[config.mk]
export PLATFORM = sky130hd
export DESIGN_NAME = fetch_stage_ctrl
export DESIGN_NICKNAME = d
export VERILOG_FILES = /design/src/rtl/fetch_stage_ctrl.sv
export SDC_FILE = /design/constraint.sdc
export NUM_CORES = 1
export LEC_CHECK = 0
export BUFFER_PORTS_ARGS = -buffer_cell sky130_fd_sc_hd__buf_2
export CAP_MARGIN = 5
export CORE_MARGIN = 2
export CORE_UTILIZATION = 40
export CTS_BUF_LIST = sky130_fd_sc_hd__clkbuf_4 sky130_fd_sc_hd__clkbuf_8 sky130_fd_sc_hd__clkbuf_16
export DETAILED_ROUTE_END_ITERATION = 12
export SYNTH_ARGS = -nofsm -noshare
export SYNTH_HDL_FRONTEND = slang
export SYNTH_SLANG_ARGS = --single-unit
[constraint.sdc]
create_clock -name clk -period 9.7 [get_ports clk]
set_input_delay 2.91 -clock clk [delete_from_list [all_inputs] [get_ports clk]]
set_output_delay 2.91 -clock clk [all_outputs]
set_load 0.03 [all_outputs]
[src/rtl/fetch_stage_ctrl.sv]
// fetch_stage_ctrl: instruction-fetch controller and IF/ID pipeline register.
// Owns the fetch PC and keeps at most one instruction-memory request in flight
// (req/ready handshake). A word that returns during a stall goes into a 1-entry
// buffer. Decode sees either a real instruction or a NOP bubble.
// Optional feature macro: FETCH_PERF_EN adds the stall and bubble counters.
// When the macro is undefined the perf ports are tied to 0.
module fetch_stage_ctrl #(
   parameter logic [31:0] RESET_PC  = 32'h0000_0000,
   parameter logic [31:0] NOP_INSTR = 32'h0000_0000
) (
   input  logic        clk,
   input  logic        rst,
   input  logic        stall,
   input  logic        branch_taken,
   input  logic [31:0] branch_target,
   output logic        imem_req,
   output logic [31:0] imem_addr,
   input  logic        imem_ready,
   input  logic [31:0] imem_rdata,
   output logic [31:0] pc_f,
   output logic [31:0] if_id_instr,
   output logic [31:0] if_id_pc,
   output logic [31:0] if_id_pc4,
   output logic        if_id_valid,
   output logic [31:0] perf_stall_cnt,
   output logic [31:0] perf_bubble_cnt
);

   // IDLE: one cycle after reset. FETCH: normal request/accept.
   // DISCARD: a redirect hit an unfinished request, so its response is dropped.
   typedef enum logic [1:0] {IDLE = 2'd0, FETCH = 2'd1, DISCARD = 2'd2} state_t;

   state_t      state;
   logic [31:0] disc_target;
   logic [31:0] buf_instr;
   logic [31:0] buf_pc;
   logic        buf_valid;
   logic        redirect;
   logic        resp;
   logic        accept;
   logic        bubble_load;

   // Handshake contract: imem_req=1 marks an outstanding request.
   // imem_addr stays stable until the cycle in which imem_ready=1 completes it.
   // That same cycle carries imem_rdata. No new request is raised while the buffer is full.
   assign imem_req    = (state == DISCARD) || ((state == FETCH) && !buf_valid);
   assign imem_addr   = pc_f;
   assign redirect    = branch_taken && !stall;  // a stall masks the branch; hazard unit re-presents it
   assign resp        = imem_req && imem_ready;
   assign accept      = resp && (state == FETCH) && !redirect;  // response kept (not dropped)
   assign bubble_load = !stall && (branch_taken || (!buf_valid && !accept));

   // FSM, redirect-target latch and fetch PC
   always_ff @(posedge clk or posedge rst) begin
      if (rst) begin
         state       <= IDLE;
         disc_target <= RESET_PC;
         pc_f        <= RESET_PC;
      end else begin
         case (state)
            IDLE: begin
               state <= FETCH;
               if (redirect) pc_f <= branch_target;
            end
            FETCH: begin
               if (redirect && imem_req && !imem_ready) begin
                  // request still open: keep its address, remember where to go
                  state       <= DISCARD;
                  disc_target <= branch_target;
               end else if (redirect) begin
                  pc_f <= branch_target;
               end else if (accept) begin
                  pc_f <= pc_f + 32'd4;
               end
            end
            DISCARD: begin
               if (imem_ready) begin
                  state <= FETCH;
                  pc_f  <= redirect ? branch_target : disc_target;
               end else if (redirect) begin
                  disc_target <= branch_target;
               end
            end
            default: state <= IDLE;
         endcase
      end
   end

   // One-entry holding buffer: filled by a word accepted during a stall
   always_ff @(posedge clk or posedge rst) begin
      if (rst) begin
         buf_valid <= 1'b0;
         buf_instr <= NOP_INSTR;
         buf_pc    <= 32'd0;
      end else if (!stall) begin
         buf_valid <= 1'b0;
      end else if (accept) begin
         buf_valid <= 1'b1;
         buf_instr <= imem_rdata;
         buf_pc    <= pc_f;
      end
   end

   // IF/ID register: redirect bubble > buffered word > fresh word > bubble
   always_ff @(posedge clk or posedge rst) begin
      if (rst) begin
         if_id_valid <= 1'b0;
         if_id_instr <= NOP_INSTR;
         if_id_pc    <= 32'd0;
         if_id_pc4   <= 32'd0;
      end else if (!stall) begin
         if (branch_taken) begin
            if_id_valid <= 1'b0;
            if_id_instr <= NOP_INSTR;
         end else if (buf_valid) begin
            if_id_valid <= 1'b1;
            if_id_instr <= buf_instr;
            if_id_pc    <= buf_pc;
            if_id_pc4   <= buf_pc + 32'd4;
         end else if (accept) begin
            if_id_valid <= 1'b1;
            if_id_instr <= imem_rdata;
            if_id_pc    <= pc_f;
            if_id_pc4   <= pc_f + 32'd4;
         end else begin
            if_id_valid <= 1'b0;
            if_id_instr <= NOP_INSTR;
         end
      end
   end

`ifdef FETCH_PERF_EN
   // Performance counters: stall cycles and bubble loads, free-running and wrapping
   always_ff @(posedge clk or posedge rst) begin
      if (rst) begin
         perf_stall_cnt  <= 32'd0;
         perf_bubble_cnt <= 32'd0;
      end else begin
         if (stall)       perf_stall_cnt  <= perf_stall_cnt + 32'd1;
         if (bubble_load) perf_bubble_cnt <= perf_bubble_cnt + 32'd1;
      end
   end
`else
   assign perf_stall_cnt  = 32'd0;
   assign perf_bubble_cnt = 32'd0;
`endif

endmodule
==> key figures <==
STA
  • Hold Fails Final Rpt: 0
  • Clk_skew: 0.0106 ns
  • Slew Limit Fails: 0
  • RSZ-0062 raised after global routing: no
  • Slew margin rel.: 0.193
  • Setup violators final: 0
  • Max Clk Rate: 174 MHz
  • Period utilisation layout: 0.593
  • Setup WS post-layout: 3.94 ns
  • Slew @ Worst Pin: 1.21 ns
  • Min Tclk post-route: 5.76 ns
  • Final setup TNS: 0 ns

Clock tree
  • Num CTS Buffers: 25
  • Bufs on Longest Clock Path: 3
  • H-tree levels: 1
  • Root buffer cell: clkbuf_16
  • Skew-Pair Late Insertion Delay: 0.54 ns
  • Cts repair resizes: 0
  • Post-CTS Setup Bufs: 0
  • CTS Hold Buffers Added: 0
  • CTS sink count: 226
  • Clk slew on worst S/H paths: 0.06 ns
  • CTS tree: built

Pwr
  • Worst VDD drop: 0.151 mV
  • Pwr Density: 370 mW/mm^2
  • P_leak: 6.26 nW

Floorplanning
  • Placeable Area: 0.0299 sq mm
  • Die area: 0.0319 sq mm
  • Initial cell density of the core: 0.409
  • Die width: 179 um
  • Chip height: 179 um
  • IO Count: 295
  • Row count: 63

Logic synthesis
  • Avg Cell Area, Syn: 9.90 sq um
  • Mapped Area: 0.0122 sq mm
  • Sequential area share after synthesis: 0.463
  • Post-synth EDFFs: 0
  • Post-Synthesis Cells: 1233
  • Synth unique cells: 62
  • Ys async rst share: 1.00
  • Seq cells post-synth: 226
  • Predominant post-synthesis flop cell: dfrtp_1
  • Synth warnings: 0

Place
  • Placed cells: 1737
  • GP Congestion: 0.876
  • DP HPWL: 24700 um
  • Buffers on Ports: 230
  • Pre-CTS setup slack: 3.46 ns

Outcome
  • Status: complete, no violations

Global route
  • Wire length of the first global-routing pass: 54300 um
  • Vias in the first global route: 9085
  • Initial antenna violation count: 3
  • M1 GR Usage: 0.330
  • Met2 Use GR: 0.315
  • Pin count of the biggest net entering global routing: 103
  • Total grt overflow: 0
  • Met3 usage: 0.0441
  • Busiest grt layer: met1
  • GR Util All Layers: 0.218

Route
  • Vias per cell: 5.59
  • Final ANT Viol Nets: 0
  • DR WL/cell: 20.0 um
  • Drt total wl: 35700 um
  • Initial drt markers: 962
  • Drt pass-1 iters: 5
  • DR vias: 9965
  • # DRC: 0

Worst setup path
  • Critical path fanouts, max: 41
  • R2R Setup Slk: 6.20 ns
  • Buf/Inv on CP: 2
  • Slowest cell on crit path: nand2b_1
  • CP top delay family: simple AND/OR/NAND/NOR gates
  • Critical path startpoint category: input pin
  • Arrival @ worst endpoint: 6.20 ns
  • Critical path type: input pin to flop
  • CP cell instances: buf_2, nand2b_1, nand2_1, nor3_2, buf_4, a22oi_1, o21ai_0
  • Worst path required time: 10.14 ns
  • Worst R2R Start: state[1]$_DFFE_PP0P_
  • Worst reg2reg path endpoint: buf_pc[26]$_DFFE_PP0P_
  • Critical Path Max Stage Delay: 0.90 ns
  • Critical path endpoint category: flop
  • Cells on worst reg2reg path: 6

Hold path
  • Hold path startpoint: if_id_pc[27]$_DFFE_PP0P_
  • Worst Hold Path Cells: 2
  • Worst hold path type: flop to flop
  • Hold Path End: if_id_pc[27]$_DFFE_PP0P_

Cells and area
  • Final Util: 0.467
  • Area Growth Syn to Fin: 14.4%
  • Final non-filler cell total: 1783
  • Net count, final: 1450
  • Share of layout cells above drive strength 1: 0.288

Flow run
  • Max Cap Violations: 0
sequential cells by signal, summed over array words and instances (netlist names):
register,flops
imem_addr,32
if_id_valid,1
disc_target,32
if_id_instr,32
buf_instr,32
if_id_pc4,30
buf_pc,32
buf_valid,1
if_id_pc,32
state,2
where the power goes:
part / switching [mW] / internal [mW]
sequential: 0.496 / 1.36
combinational: 1.52 / 0.807
clock: 0.398 / 0.592
worst reg2reg max path, cell delays in order (launching register included):
cell and delay (ns):
dfrtp_1 0.41, inv_1 0.12, ha_1 0.73, nand3_1 0.25, nor2_4 0.86, buf_4 0.59, mux2_2 0.42
how the worst max path moves through the flow:
stage	from	to	cells past startpoint	slack, ns
detailed placement	stall	if_id_instr[23]$_DFFE_PP0N_	7	3.46
global route	stall	if_id_instr[22]$_DFFE_PP0N_	7	3.76
floorplan	rst	buf_instr[0]$_DFFE_PP0P_	1	0.60
CTS	stall	if_id_instr[23]$_DFFE_PP0N_	7	4.03
finish	stall	if_id_instr[23]$_DFFE_PP0N_	7	3.94
global placement	stall	if_id_instr[3]$_DFFE_PP0N_	7	3.60
area by class of cell:
type / instances / area (sq um)
clock inverter: 7 / 100
multi-input combinational: 862 / 5650
tap: 390 / 488
antenna: 1 / 2.50
clock buffer: 38 / 754
sequential: 226 / 5660
timing repair buffer: 240 / 1230
inverter: 19 / 78.8
fill: 2894 / 15900
synthesized netlist by cell type, drive strengths merged (11+ instances only):
cell type	number	area (sq um)
dfrtp	226	5660
nand2	148	556
o21ai	120	601
buf	113	806
mux2	94	1060
clkbuf	76	287
nor2	51	191
mux2i	43	430
a22oi	37	278
nand3	31	160
xor2	21	184
a21oi	20	100
nor3	20	100
inv	19	71.3
o221ai	19	166
xnor2	17	149
nand4	15	124
nor4	13	93.8
a22o	12	105
a31oi	12	75.1
a221oi	11	96.3
layer usage:
layer,part of all wire,wire [um],vias to the layer above
met3,0.079,2810,57
met4,0.023,819,4
met1,0.47,16600,4894
met5,0.00070,25,-
li1,-,-,4575
met2,0.43,15400,435
logic make-up (layout without fill, tap and decap cells):
kind of cell               Yosys count  after routing  share of synthesized area
muxes                              137            137                      0.122
DFF                                226            226                      0.463
AOI/OAI and AO/OA                  295            295                      0.159
other                                1             65                   0.000307
buffers and inverters              208            304                     0.0953
adders and majority gates            7              7                    0.00717
xor gates and xnor gates            38             38                     0.0273
and+or+nand+nor                    321            321                      0.125
stage by stage:
stage                     area (sq um)  hold slack [ns]  power (mW)
after floorplan                  12400            0.451        3.53
after global placement           13100            0.452        4.12
after detailed placement         13100            0.464        4.17
after CTS                        14000            0.478        5.17
after global routing             14000            0.492        5.48
final                            14000            0.472        5.17
layout by cell type, fill, tap and decap left out, drive strengths merged, types with 11 or more instances in the layout:
cell type / count
buf: 240
dfrtp: 226
nand2: 148
o21ai: 120
mux2: 94
conb: 64
nor2: 51
mux2i: 43
clkbuf: 38
a22oi: 37
nand3: 31
xor2: 21
a21oi: 20
nor3: 20
inv: 20
o221ai: 19
xnor2: 17
nand4: 15
nor4: 13
a31oi: 12
a22o: 12
a221oi: 11
No activity file was read; power rests on OpenSTA's default activity.
